$ cat src/rtl/keypad_pkg.sv
// Shared types and widths for the keypad event path.
// Latency: n/a (declarations only).
// Backpressure: n/a.
package keypad_pkg;

  localparam int KEY_W = 4;

  // Debounce FSM states
  typedef enum logic [1:0] {
    IDLE         = 2'd0,
    PRESS_WAIT   = 2'd1,
    HELD         = 2'd2,
    RELEASE_WAIT = 2'd3
  } deb_state_t;

endpackage

$ cat src/rtl/key_frame_accumulator.sv
// Folds the per-column scanner hits of one 4-column frame into a frame summary.
// Latency: summary pulses f_valid one cycle after the scan_last cycle.
// Backpressure: none; the scanner free-runs and every frame is reported.
module key_frame_accumulator
  import keypad_pkg::*;
(
  input  logic             clock,
  input  logic             reset,
  input  logic             scan_hit,
  input  logic [KEY_W-1:0] scan_code,
  input  logic             scan_last,
  output logic             f_valid,
  output logic             f_press,
  output logic [KEY_W-1:0] f_code,
  output logic             f_multi
);

  logic             hit;
  logic             multi;
  logic [KEY_W-1:0] code;

  logic             hit_nxt;
  logic             multi_nxt;
  logic [KEY_W-1:0] code_nxt;

  // Fold this cycle's column result into the running frame state
  always_comb begin
    hit_nxt   = hit | scan_hit;
    code_nxt  = (scan_hit && !hit) ? scan_code : code;
    multi_nxt = multi | (scan_hit && hit && (scan_code != code));
  end

  // Publish the frame summary on the cycle after scan_last and restart accumulation
  always_ff @(posedge clock or posedge reset) begin
    if (reset) begin
      hit     <= 1'b0;
      multi   <= 1'b0;
      code    <= '0;
      f_valid <= 1'b0;
      f_press <= 1'b0;
      f_code  <= '0;
      f_multi <= 1'b0;
    end else begin
      f_valid <= scan_last;
      if (scan_last) begin
        f_press <= hit_nxt & ~multi_nxt;
        f_code  <= code_nxt;
        f_multi <= multi_nxt;
        hit     <= 1'b0;
        multi   <= 1'b0;
        code    <= '0;
      end else begin
        hit     <= hit_nxt;
        multi   <= multi_nxt;
        code    <= code_nxt;
      end
    end
  end

endmodule

$ cat src/rtl/key_event_debounce.sv
// Debounces keypad scan frames and emits one event per accepted key press.
// Latency: scan_last at T -> key_valid/key_down updated at T+2.
// Backpressure: single-entry event register; a press arriving while it is full and not draining is dropped with an overrun pulse.
module key_event_debounce
  import keypad_pkg::*;
#(
  parameter int DEBOUNCE_FRAMES = 4,
  parameter int CNT_W           = 8
) (
  input  logic             clock,
  input  logic             reset,
  input  logic             scan_hit,
  input  logic [KEY_W-1:0] scan_code,
  input  logic             scan_last,
  output logic             key_valid,
  output logic [KEY_W-1:0] key_code,
  input  logic             key_ready,
  output logic             key_down,
  output logic             overrun
);

  localparam logic [CNT_W-1:0] DF  = CNT_W'(DEBOUNCE_FRAMES);
  localparam logic [CNT_W-1:0] ONE = CNT_W'(1);

  logic             f_valid;
  logic             f_press;
  logic [KEY_W-1:0] f_code;
  logic             f_multi;

  key_frame_accumulator u_acc (
    .clock     (clock),
    .reset     (reset),
    .scan_hit  (scan_hit),
    .scan_code (scan_code),
    .scan_last (scan_last),
    .f_valid   (f_valid),
    .f_press   (f_press),
    .f_code    (f_code),
    .f_multi   (f_multi)
  );

  deb_state_t       state;
  deb_state_t       state_nxt;
  logic [CNT_W-1:0] cnt;
  logic [CNT_W-1:0] cnt_nxt;
  logic [CNT_W-1:0] cnt_inc;
  logic [KEY_W-1:0] cand;
  logic [KEY_W-1:0] cand_nxt;
  logic             f_empty;
  logic             emit;

  // Frame classification and saturating frame counter increment
  always_comb begin
    f_empty = !f_press && !f_multi;
    cnt_inc = (cnt >= DF) ? DF : cnt + ONE;
  end

  // Debounce decision: advances only when a frame summary arrives
  always_comb begin
    state_nxt = state;
    cnt_nxt   = cnt;
    cand_nxt  = cand;
    emit      = 1'b0;
    if (f_valid) begin
      case (state)
        IDLE: begin
          if (f_press) begin
            cand_nxt = f_code;
            cnt_nxt  = ONE;
            if (DF == ONE) begin
              state_nxt = HELD;
              emit      = 1'b1;
            end else begin
              state_nxt = PRESS_WAIT;
            end
          end
        end
        PRESS_WAIT: begin
          if (f_press && (f_code == cand)) begin
            cnt_nxt = cnt_inc;
            if (cnt_inc == DF) begin
              state_nxt = HELD;
              emit      = 1'b1;
            end
          end else begin
            state_nxt = IDLE;
            cnt_nxt   = '0;
          end
        end
        HELD: begin
          if (f_empty) begin
            if (DF == ONE) begin
              state_nxt = IDLE;
              cnt_nxt   = '0;
            end else begin
              state_nxt = RELEASE_WAIT;
              cnt_nxt   = ONE;
            end
          end else begin
            cnt_nxt = '0;
          end
        end
        RELEASE_WAIT: begin
          if (f_empty) begin
            cnt_nxt = cnt_inc;
            if (cnt_inc == DF) begin
              state_nxt = IDLE;
              cnt_nxt   = '0;
            end
          end else begin
            state_nxt = HELD;
            cnt_nxt   = '0;
          end
        end
        default: begin
          state_nxt = IDLE;
          cnt_nxt   = '0;
        end
      endcase
    end
  end

  // FSM state, counter, candidate code and the registered key_down level
  always_ff @(posedge clock or posedge reset) begin
    if (reset) begin
      state    <= IDLE;
      cnt      <= '0;
      cand     <= '0;
      key_down <= 1'b0;
    end else begin
      state    <= state_nxt;
      cnt      <= cnt_nxt;
      cand     <= cand_nxt;
      key_down <= (state_nxt == HELD) || (state_nxt == RELEASE_WAIT);
    end
  end

  // Single-entry event register; emit on an occupied, non-draining slot is dropped
  always_ff @(posedge clock or posedge reset) begin
    if (reset) begin
      key_valid <= 1'b0;
      key_code  <= '0;
      overrun   <= 1'b0;
    end else begin
      overrun <= 1'b0;
      if (emit) begin
        if (!key_valid || key_ready) begin
          key_valid <= 1'b1;
          key_code  <= f_code;
        end else begin
          overrun <= 1'b1;
        end
      end else if (key_valid && key_ready) begin
        key_valid <= 1'b0;
      end
    end
  end

endmodule

$ cat config.mk
export PLATFORM = sky130hd
export DESIGN_NAME = key_event_debounce
export DESIGN_NICKNAME = d
export VERILOG_FILES = /design/src/rtl/keypad_pkg.sv /design/src/rtl/key_frame_accumulator.sv /design/src/rtl/key_event_debounce.sv
export SDC_FILE = /design/constraint.sdc
export NUM_CORES = 1
export LEC_CHECK = 0
export ABC_AREA = 1
export CAP_MARGIN = 20
export CORE_UTILIZATION = 54
export CTS_CLUSTER_DIAMETER = 100
export DETAILED_ROUTE_END_ITERATION = 8
export GPL_TIMING_DRIVEN = 0
export PLACE_DENSITY = 0.77
export SLEW_MARGIN = 20
export SYNTH_ARGS = -nofsm -noshare
export SYNTH_HDL_FRONTEND = slang
export SYNTH_SLANG_ARGS = --single-unit
$ cat constraint.sdc
create_clock -name clock -period 2.25 [get_ports clock]
set_input_delay 0.45 -clock clock [delete_from_list [all_inputs] [get_ports clock]]
set_output_delay 0.45 -clock clock [all_outputs]
set_load 0.01 [all_outputs]
==> run_results.csv, run 1 <==
group,metric,value,unit
power,peakVddDrop,0.681,mV
sta,setup-tns-final,0,ns
power,clockPowerShare,29.4,%
final_layout,stdcell_area,1900,um2
sta,fin_ws,0.504,ns
power,p_sw,0.000431,W
sta,tightest_slew,0.681,ns
sta,grt_setup_unrepaired,"no",
synthesis,syn-instance-count,193,
place,io_buffers,15,
sta,slew-limit-headroom,54.5,%
clocking,clock_latency,0.33,ns
clocking,htreeDepth,2,
power,swShare,29.8,%
clocking,clock_sinks,34,
critical_path,cp_num_buf_inv,1,
clocking,cts_made_buffers,5,
die,start_util,58.3,%
synthesis,syn-num-nets,204,
power,comb_power_share,19.8,%
route,wire_per_inst,11.9,um
min_path,hold_end,"key_code[1]",
final_layout,final_cells,247,
clocking,postCtsSetupRepairBufs,0,
critical_path,slowest_delay,0.40,ns
critical_path,critical_path.startpoint_type,"flip-flop",
synthesis,yosysSeqAreaShare,52.0,%
die,coreArea,2810,um2
clocking,clockBufferDepth,2,
global_routing,grt_pass1_wl,5020,um
sta,fin_worst_skew,0.00693,ns
global_routing,grt_max_degree,35,
global_routing,grtUsageTotal,20.8,%
min_path,min_from,"key_code[1]",
critical_path,r2r_start,"cnt[0]",
die,ioPinCount,16,
route,vias,1292,
final_layout,final.fill_count,228,
die,num_rows,19,
place,dp_cells,239,
die,dieWidth,57.0,um
sta,fmax,573,MHz
global_routing,antenna_found_initial,0,
clocking,ctsHoldBuffers,0,
critical_path,cp_max_fo,4,
place,dpl_cell_area,1820,um2
final_layout,drive_gt1_share,8.33,%
synthesis,ys_types,23,
synthesis,syn_area,1640,um2
global_routing,grt_pass1_vias,1244,
place,place_congestion,0.811,
sta,maxSlewViolCount,0,
synthesis,synth_warnings,0,
critical_path,r2r_end,"state[1]",
clocking,tritoncts,"done",
sta,setup_viol,0,
route,dr.pass1.iters,4,
sta,min_period,1.75,ns
clocking,clkTransAtPathRegs,0.10,ns
final_layout,final_core_util,67.7,%
synthesis,avgSynthCellArea,8.47,um2
die,die_h,57.0,um
critical_path,ff2ff_path_depth,6,
critical_path,end_kind,"flip-flop",
power,p_per_area,762,nW/um2
job,max_cap_violations,0,
critical_path,rrSetupSlack,0.50,ns
critical_path,critical_path_class,"flip-flop to flip-flop",
route,drc,0,
min_path,hold_path_depth,2,
final_layout,n_antenna_cell,0,
critical_path,cp_slowest_cell,"dfrtp_1",
status,status,"finished, final reports clean",
route,viasPerCell,5.23,
power,p_seq_share,50.8,%
sta,hold_viol_final,0,
synthesis,synth_seq_cells,34,
power,p_leak,0.954,nW
place,dp_slack,0.384,ns
route,drtAntennaViolNets,0,
min_path,min_path_type,"flip-flop to flip-flop",
route,dr.first_iter.drc_count,51,
final_layout,syn2layout_area_growth,16.1,%
clocking,cts_resized,0,
critical_path,cp.arrival,1.96,ns
critical_path,critical-path-top-delay-family,"compound AO/OA/AOI/OAI gates",
critical_path,crit_chain,"inv_2 > ha_1 > o31ai_4 > nand3_2 > o21ai_0 > nand2_1",
power,p_int,0.00102,W
critical_path,cp.required,2.47,ns
clocking,root_buffer,"clkbuf_4",
final_layout,nNetsFinal,226,
sta,min_period_over_period,77.6,%
die,dieArea,3250,um2
global_routing,grt_overflow_total,0,
route,finalWirelength,2940,um
place,hpwl,2220,um
-- cells in the mapped netlist --
library cell	count	area share, %
xor2_1	1	0.54
inv_2	3	0.69
nor2_4	2	1.4
ha_1	2	1.5
nor2_2	1	0.38
xnor2_1	6	3.2
o21ai_0	17	5.2
nand3_1	10	3.1
a21oi_1	2	0.61
nand3b_1	1	0.46
inv_1	26	6.0
nand4_2	1	0.76
nand2_1	49	11
nor2_1	25	5.7
o31ai_4	1	1.3
dfrtp_1	34	52
nand3_2	2	1.2
mux2i_1	4	2.4
nor3_1	1	0.31
clkbuf_1	1	0.23
clkinv_1	1	0.23
mux2_2	1	0.69
nand4_1	2	0.76
-- through the flow --
stage               hold slack (ns)  total power [W]
floorplan                     0.450         0.000955
global placement              0.467          0.00101
detailed placement            0.465          0.00104
CTS                           0.492          0.00147
global route                  0.520          0.00153
finish                        0.485          0.00145
-- how the worst max path moves through the flow --
stage                     startpoint               to  slack (ns)  depth (start not counted)
after floorplan               cnt[0]         key_down        0.68                          6
after global placement         reset      key_code[1]        0.35                          2
after detailed placement   scan_last  u_acc.f_code[1]        0.38                          5
after CTS                     cnt[0]         state[1]        0.50                          6
after global routing          cnt[0]         key_down        0.35                          6
final                         cnt[0]         state[1]        0.50                          6
-- final cells by class --
| cell class | count | area [um2] | share of cell area [%] |
|---|---|---|---|
| Tap cell | 31 | 38.8 | 2.04 |
| Buffer | 1 | 3.75 | 0.198 |
| Inverter | 30 | 113 | 5.93 |
| Sequential cell | 34 | 851 | 44.8 |
| Timing Repair Buffer | 15 | 150 | 7.91 |
| Multi-Input combinational cell | 128 | 668 | 35.2 |
| Clock inverter | 1 | 30.0 | 1.58 |
| Clock buffer | 7 | 45.0 | 2.37 |
-- flip-flops by register name, summed over array words and instances (netlist names) --
register       flops
u_acc.f_press      1
u_acc.f_valid      1
key_code           4
u_acc.hit          1
overrun            1
u_acc.f_multi      1
cnt                8
u_acc.f_code       4
u_acc.multi        1
u_acc.code         4
key_valid          1
key_down           1
state              2
cand               4
-- power by group through the flow --
stage	clock network (W)	logic [W]	registers [W]
2_1_floorplan	0	0.000224	0.000731
3_3_place_gp	0	0.000267	0.000740
3_5_place_dp	0	0.000289	0.000747
4_1_cts	0.000441	0.000290	0.000734
5_1_grt	0.000459	0.000330	0.000742
6_report	0.000426	0.000287	0.000735
-- layer usage --
metal / track usage, % / part of all wire [%] / vias to the layer above
met2: 35.8 / 53 / 27
met5: 0 / 0 / -
met3: 5.67 / 3.2 / 10
met1: 23.0 / 41 / 612
met4: 12.2 / 2.4 / 0
li1: - / - / 643
-- worst min-delay path, delay by kind of cell (launching register included) --
family | cells | cell delay, ns
flops | 1 | 0.35
simple gates | 2 | 0.10
-- cell families (layout without fill, tap and decap cells) --
group,count (synthesis),in the layout,synth area share (%)
AND/OR/NAND/NOR,94,94,25.3
flip-flops,34,34,52.0
buffers and inverters,31,54,7.11
AO/OA/AOI/OAI,20,20,7.12
XOR/XNOR,7,7,3.75
multiplexers,5,5,3.14
adder cells (fa/ha/maj),2,2,1.53
-- placed cells by master, fill, tap and decap left out --
| cell | count |
|---|---|
| nand3_2 | 2 |
| nand3_1 | 10 |
| nor2_1 | 25 |
| nand3b_1 | 1 |
| clkbuf_4 | 5 |
| nor2_4 | 2 |
| a21oi_1 | 2 |
| xnor2_1 | 6 |
| mux2i_1 | 4 |
| inv_2 | 4 |
| bufinv_16 | 1 |
| nand2_1 | 49 |
| mux2_2 | 1 |
| clkdlybuf4s50_1 | 15 |
| dfrtp_1 | 34 |
| nor2_2 | 1 |
| clkbuf_1 | 3 |
| o21ai_0 | 17 |
| o31ai_4 | 1 |
| nor3_1 | 1 |
| clkinv_1 | 1 |
| xor2_1 | 1 |
| ha_1 | 2 |
| inv_1 | 25 |
| nand4_2 | 1 |
| nand4_1 | 2 |
(Power assumes the default switching activity.)
==> inputs of run 2 (changes only) <==
==> constraint.sdc (replaced) <==
create_clock -name clock -period 1.66 [get_ports clock]
set_input_delay 0.332 -clock clock [delete_from_list [all_inputs] [get_ports clock]]
set_output_delay 0.332 -clock clock [all_outputs]
set_load 0.01 [all_outputs]
==> run_results.csv, run 2 (synthesis gave the netlist of run 1 again) <==
group,metric,value,unit
status,status,"finished, final reports clean",
die,die_h,57.0,um
die,num_rows,19,
final_layout,final_cell_mix,"nand2_1 (49), dfrtp_1 (34), nor2_1 (25)",
route,drtAntennaViolNets,0,
route,finalWirelength,2960,um
die,start_util,58.3,%
clocking,htreeDepth,2,
power,p_per_area,1040,nW/um2
global_routing,grt_pass1_vias,1244,
global_routing,grt_overflow_total,0,
sta,setup-tns-final,0,ns
final_layout,multi_input_area,684,um2
sta,fmax,619,MHz
power,totalPowerFinal,0.00201,W
sta,fin_worst_skew,0.00626,ns
clocking,tritoncts,"done",
route,dr.first_iter.drc_count,59,
route,dr.pass1.iters,4,
critical_path,startpoint,"cnt[0]",
sta,setup_viol,0,
final_layout,ff_latch_area,851,um2
route,vias,1293,
global_routing,grt_max_degree,35,
clocking,ctsHoldBuffers,0,
clocking,clockBufferDepth,2,
critical_path,slowest_delay,0.42,ns
critical_path,cp_slowest_cell,"dfrtp_1",
critical_path,critical_path.startpoint_type,"flip-flop",
final_layout,drive_gt1_share,10.6,%
min_path,min_path_type,"primary input to async pin",
route,wire_per_inst,11.9,um
route,viasPerCell,5.19,
sta,tightest_slew,0.681,ns
critical_path,cp_max_fo,5,
global_routing,antenna_found_initial,0,
power,peakVddDrop,0.935,mV
final_layout,syn2layout_area_growth,18.1,%
sta,min_period,1.62,ns
die,dieWidth,57.0,um
critical_path,end_kind,"flip-flop",
critical_path,critical_path_class,"flip-flop to flip-flop",
clocking,cts_made_buffers,5,
global_routing,grtUsageTotal,20.8,%
clocking,root_buffer,"clkbuf_4",
sta,min_period_over_period,97.3,%
final_layout,largest_reg_flops,8,
global_routing,grt_pass1_wl,5020,um
final_layout,nNetsFinal,228,
final_layout,n_antenna_cell,0,
final_layout,final_core_util,68.8,%
clocking,clock_latency,0.33,ns
job,max_cap_violations,0,
sta,fin_ws,0.0446,ns
die,coreArea,2810,um2
final_layout,final.fill_count,226,
clocking,clock_sinks,34,
critical_path,crit_chain,"inv_2 > ha_4 > o31ai_4 > nand3_2 > nor2_4 > nand3_1 > nand2_1",
sta,hold_viol_final,0,
route,drc,0,
sta,slew-limit-headroom,54.5,%
die,ioPinCount,16,
place,dp_slack,-0.0879,ns
place,hpwl,2220,um
final_layout,top_register,"cnt",
critical_path,cp.required,1.94,ns
sta,grt_setup_unrepaired,"yes",
die,dieArea,3250,um2
power,p_leak,0.966,nW
sta,maxSlewViolCount,0,
place,place_congestion,0.811,
critical_path,r2r_start,"cnt[0]",
place,io_buffers,15,
clocking,clkTransAtPathRegs,0.10,ns
final_layout,final_common_cell,"nand2_1",
critical_path,critical-path-top-delay-family,"simple AND/OR/NAND/NOR gates",
critical_path,cp_num_buf_inv,1,
critical_path,cp.arrival,1.90,ns
==> run 2: what timing repair did <==
action / 4_1_cts / 5_1_grt
buffers inserted: 0 / 2
gates resized for setup: 1 / 3
pin swaps: 1 / 3
endpoints found under the hold margin: 0 / 0
setup endpoints to repair: 7 / 7
==> run 2: worst paths after layout <==
check,to,slack [ns],depth (start not counted)
max in group asynchronous,u_acc.code[2],0.80,2
min in group clock,u_acc.f_valid,0.48,1
setup / recovery,key_code[2],0.04,7
hold reg to reg,key_code[1],0.49,2
setup reg to reg,key_code[2],0.04,7
hold / removal,cnt[5],0.41,2
==> run 2: through the flow <==
| step | hold WS (ns) | instance area, um2 | instances |
|---|---|---|---|
| 2_1_floorplan | 0.363 | 1640 | 193 |
| 3_3_place_gp | 0.467 | 1820 | 239 |
| 3_5_place_dp | 0.465 | 1820 | 239 |
| 4_1_cts | 0.424 | 1900 | 247 |
| 5_1_grt | 0.452 | 1930 | 249 |
| 6_report | 0.412 | 1930 | 249 |
==> run 2: layout make-up <==
| cell class | count | area share [%] |
|---|---|---|
| flip-flops and latches | 34 | 44.1 |
| inverters | 30 | 5.83 |
| repair buffers | 17 | 8.55 |
| clock buffers | 7 | 2.33 |
| clock inverters | 1 | 1.56 |
| plain buffers | 1 | 0.194 |
| multi-input cells | 128 | 35.5 |
| well taps | 31 | 2.01 |
==> run 2: per-layer routing <==
metal / part of all wire [%] / track usage, % / vias to the layer above
met2: 53 / 35.8 / 20
li1: - / - / 648
met3: 2.8 / 5.67 / 10
met4: 2.4 / 12.2 / 0
met1: 42 / 23.0 / 615
met5: 0 / 0 / -
==> run 2: report_power, final <==
part	total (W)	switching (W)	internal, W
Sequential	0.000997	0.0000893	0.000908
Combinational	0.000430	0.000251	0.000179
Clock	0.000579	0.000259	0.000319
==> inputs of run 3 (changes only) <==
--- a/config.mk
+++ b/config.mk
@@ -11,7 +11,9 @@
 export CTS_CLUSTER_DIAMETER = 100
 export DETAILED_ROUTE_END_ITERATION = 8
 export GPL_TIMING_DRIVEN = 0
+export HOLD_SLACK_MARGIN = 0.05
 export PLACE_DENSITY = 0.77
+export REMOVE_ABC_BUFFERS = 1
 export SLEW_MARGIN = 20
 export SYNTH_ARGS = -nofsm -noshare
 export SYNTH_HDL_FRONTEND = slang
==> run_results.csv, run 3 (synthesis gave the netlist of run 1 again) <==
group,metric,value,unit
status,status,"finished, violations left",
status,violations,"DRC, setup timing",
final_layout,nNetsFinal,230,
sta,grt_setup_unrepaired,"yes",
route,drc,2,
place,place_congestion,0.852,
critical_path,r2r_start,"cnt[0]",
sta,fin_hold_ws,0.412,ns
die,num_rows,19,
clocking,htreeDepth,2,
route,vias,1318,
clocking,clkTransAtPathRegs,0.10,ns
route,wire_per_inst,12.5,um
critical_path,ff2ff_path_depth,7,
place,hpwl,2240,um
final_layout,drive_gt1_share,14.2,%
sta,setup_viol,1,
critical_path,r2r_end,"key_code[2]",
die,start_util,58.3,%
power,p_int,0.00127,W
power,p_seq_share,53.0,%
clocking,cts_made_buffers,5,
global_routing,grt_busiest_layer,"met2",
sta,fin_worst_skew,0.00866,ns
global_routing,grt_overflow_total,0,
power,comb_power_share,25.4,%
final_layout,syn2layout_area_growth,19.3,%
critical_path,cp.required,1.93,ns
clocking,ctsHoldBuffers,0,
route,finalWirelength,3130,um
sta,tightest_slew,0.691,ns
global_routing,grt_max_degree,35,
final_layout,top_register,"cnt",
place,dpl_cell_area,1820,um2
route,dr.first_iter.drc_count,79,
sta,min_period_over_period,100,%
die,dieWidth,57.0,um
clocking,tritoncts,"done",
final_layout,final_cells,250,
place,io_buffers,15,
route,viasPerCell,5.27,
critical_path,rrSetupSlack,-0.005,ns
job,max_cap_violations,0,
sta,maxSlewViolCount,0,
final_layout,final_core_util,69.5,%
clocking,root_buffer,"clkbuf_4",
power,p_per_area,961,nW/um2
sta,slew-limit-headroom,53.9,%
route,dr.pass1.iters,6,
die,die_h,57.0,um
power,p_sw,0.000600,W
final_layout,final.fill_count,214,
global_routing,grtUsageTotal,21.7,%
power,peakVddDrop,0.646,mV
clocking,clockBufferDepth,2,
final_layout,ff_latch_area,851,um2
final_layout,n_antenna_cell,0,
clocking,clock_latency,0.33,ns
die,coreArea,2810,um2
sta,min_period,1.67,ns
sta,hold_viol_final,0,
final_layout,final_cell_mix,"nand2_1 (48), dfrtp_1 (34), nor2_1 (25)",
die,dieArea,3250,um2
critical_path,cp.arrival,1.93,ns
place,dp_cells,238,
global_routing,grt_pass1_vias,1300,
final_layout,largest_reg_flops,8,
global_routing,use_met2,36.1,%
global_routing,use_met3,4.99,%
final_layout,final_common_cell,"nand2_1",
sta,fin_ws,-0.00534,ns
route,drtAntennaViolNets,0,
power,p_leak,0.965,nW
final_layout,multi_input_area,716,um2
critical_path,critical_path_class,"flip-flop to flip-flop",
power,clockPowerShare,21.6,%
place,dp_slack,-0.105,ns
power,swShare,32.0,%
die,ioPinCount,16,
global_routing,grt_pass1_wl,5410,um
critical_path,cp_max_fo,5,
min_path,min_path_type,"primary input to async pin",
critical_path,end_kind,"flip-flop",
sta,fmax,600,MHz
critical_path,critical_path.startpoint_type,"flip-flop",
global_routing,antenna_found_initial,0,
final_layout,stdcell_area,1950,um2
global_routing,use_met1,26.3,%
clocking,clock_sinks,34,
[run 3: changes by cell type in the layout (fill, tap and decap cells not counted), sizes merged]
| cell | change |
|---|---|
| buf | +3 |
| clkbuf | -1 |
| bufinv | -1 |
[run 3: power by group through the flow]
stage / Sequential [W] / Combinational, W / Clock [W]
after floorplan: 0.000991 / 0.000301 / 0
after global routing: 0.00101 / 0.000533 / 0.000453
after CTS: 0.000990 / 0.000409 / 0.000419
after global placement: 0.00100 / 0.000365 / 0
after detailed placement: 0.00101 / 0.000388 / 0
final: 0.000993 / 0.000476 / 0.000405
[run 3: metal layers]
layer / wire length (um) / part of all wire, % / vias to the layer above
li1: - / - / 651
met1: 1340 / 43 / 620
met2: 1550 / 50 / 36
met3: 140 / 4.5 / 11
met4: 90 / 2.9 / 0
met5: 0 / 0 / -
[run 3: critical path, stage by stage, from the launching register on]
cell	delay [ns]
dfrtp_1	0.40
inv_2	0.10
ha_4	0.22
o31ai_4	0.32
nand3_2	0.15
nor2_4	0.23
nand3_2	0.11
nand2_1	0.07
[run 3: layout make-up]
class | instances | area share (%)
Tap cell | 31 | 1.99
Sequential cell | 34 | 43.6
Multi-Input combinational cell | 128 | 36.7
Inverter | 30 | 5.77
Clock buffer | 7 | 2.31
Timing Repair Buffer | 20 | 9.62
[run 3: worst max path at each step]
stage            from  slack (ns)  cells past startpoint     endpoint
5_1_grt        cnt[0]       -0.11                      7  key_code[2]
3_5_place_dp   cnt[0]       -0.11                      6     state[1]
6_report       cnt[0]      -0.005                      7  key_code[2]
2_1_floorplan  cnt[0]        0.09                      6     key_down
3_3_place_gp    reset       -0.14                      2  key_code[2]
4_1_cts        cnt[0]        0.02                      7  key_code[2]
[run 3: what timing repair did]
item / in CTS / in global routing
gates resized for setup: 1 / 10
pin swaps: 1 / 7
setup endpoints to repair: 7 / 10
buffers inserted: 2 / 4
[run 3: metrics by stage]
stage,TNS [ns],total power (W)
final,-0.00534,0.00187
after global routing,-0.479,0.00199
after CTS,0,0.00182
after detailed placement,-0.471,0.00140
after global placement,-4.73,0.00137
after floorplan,0,0.00129
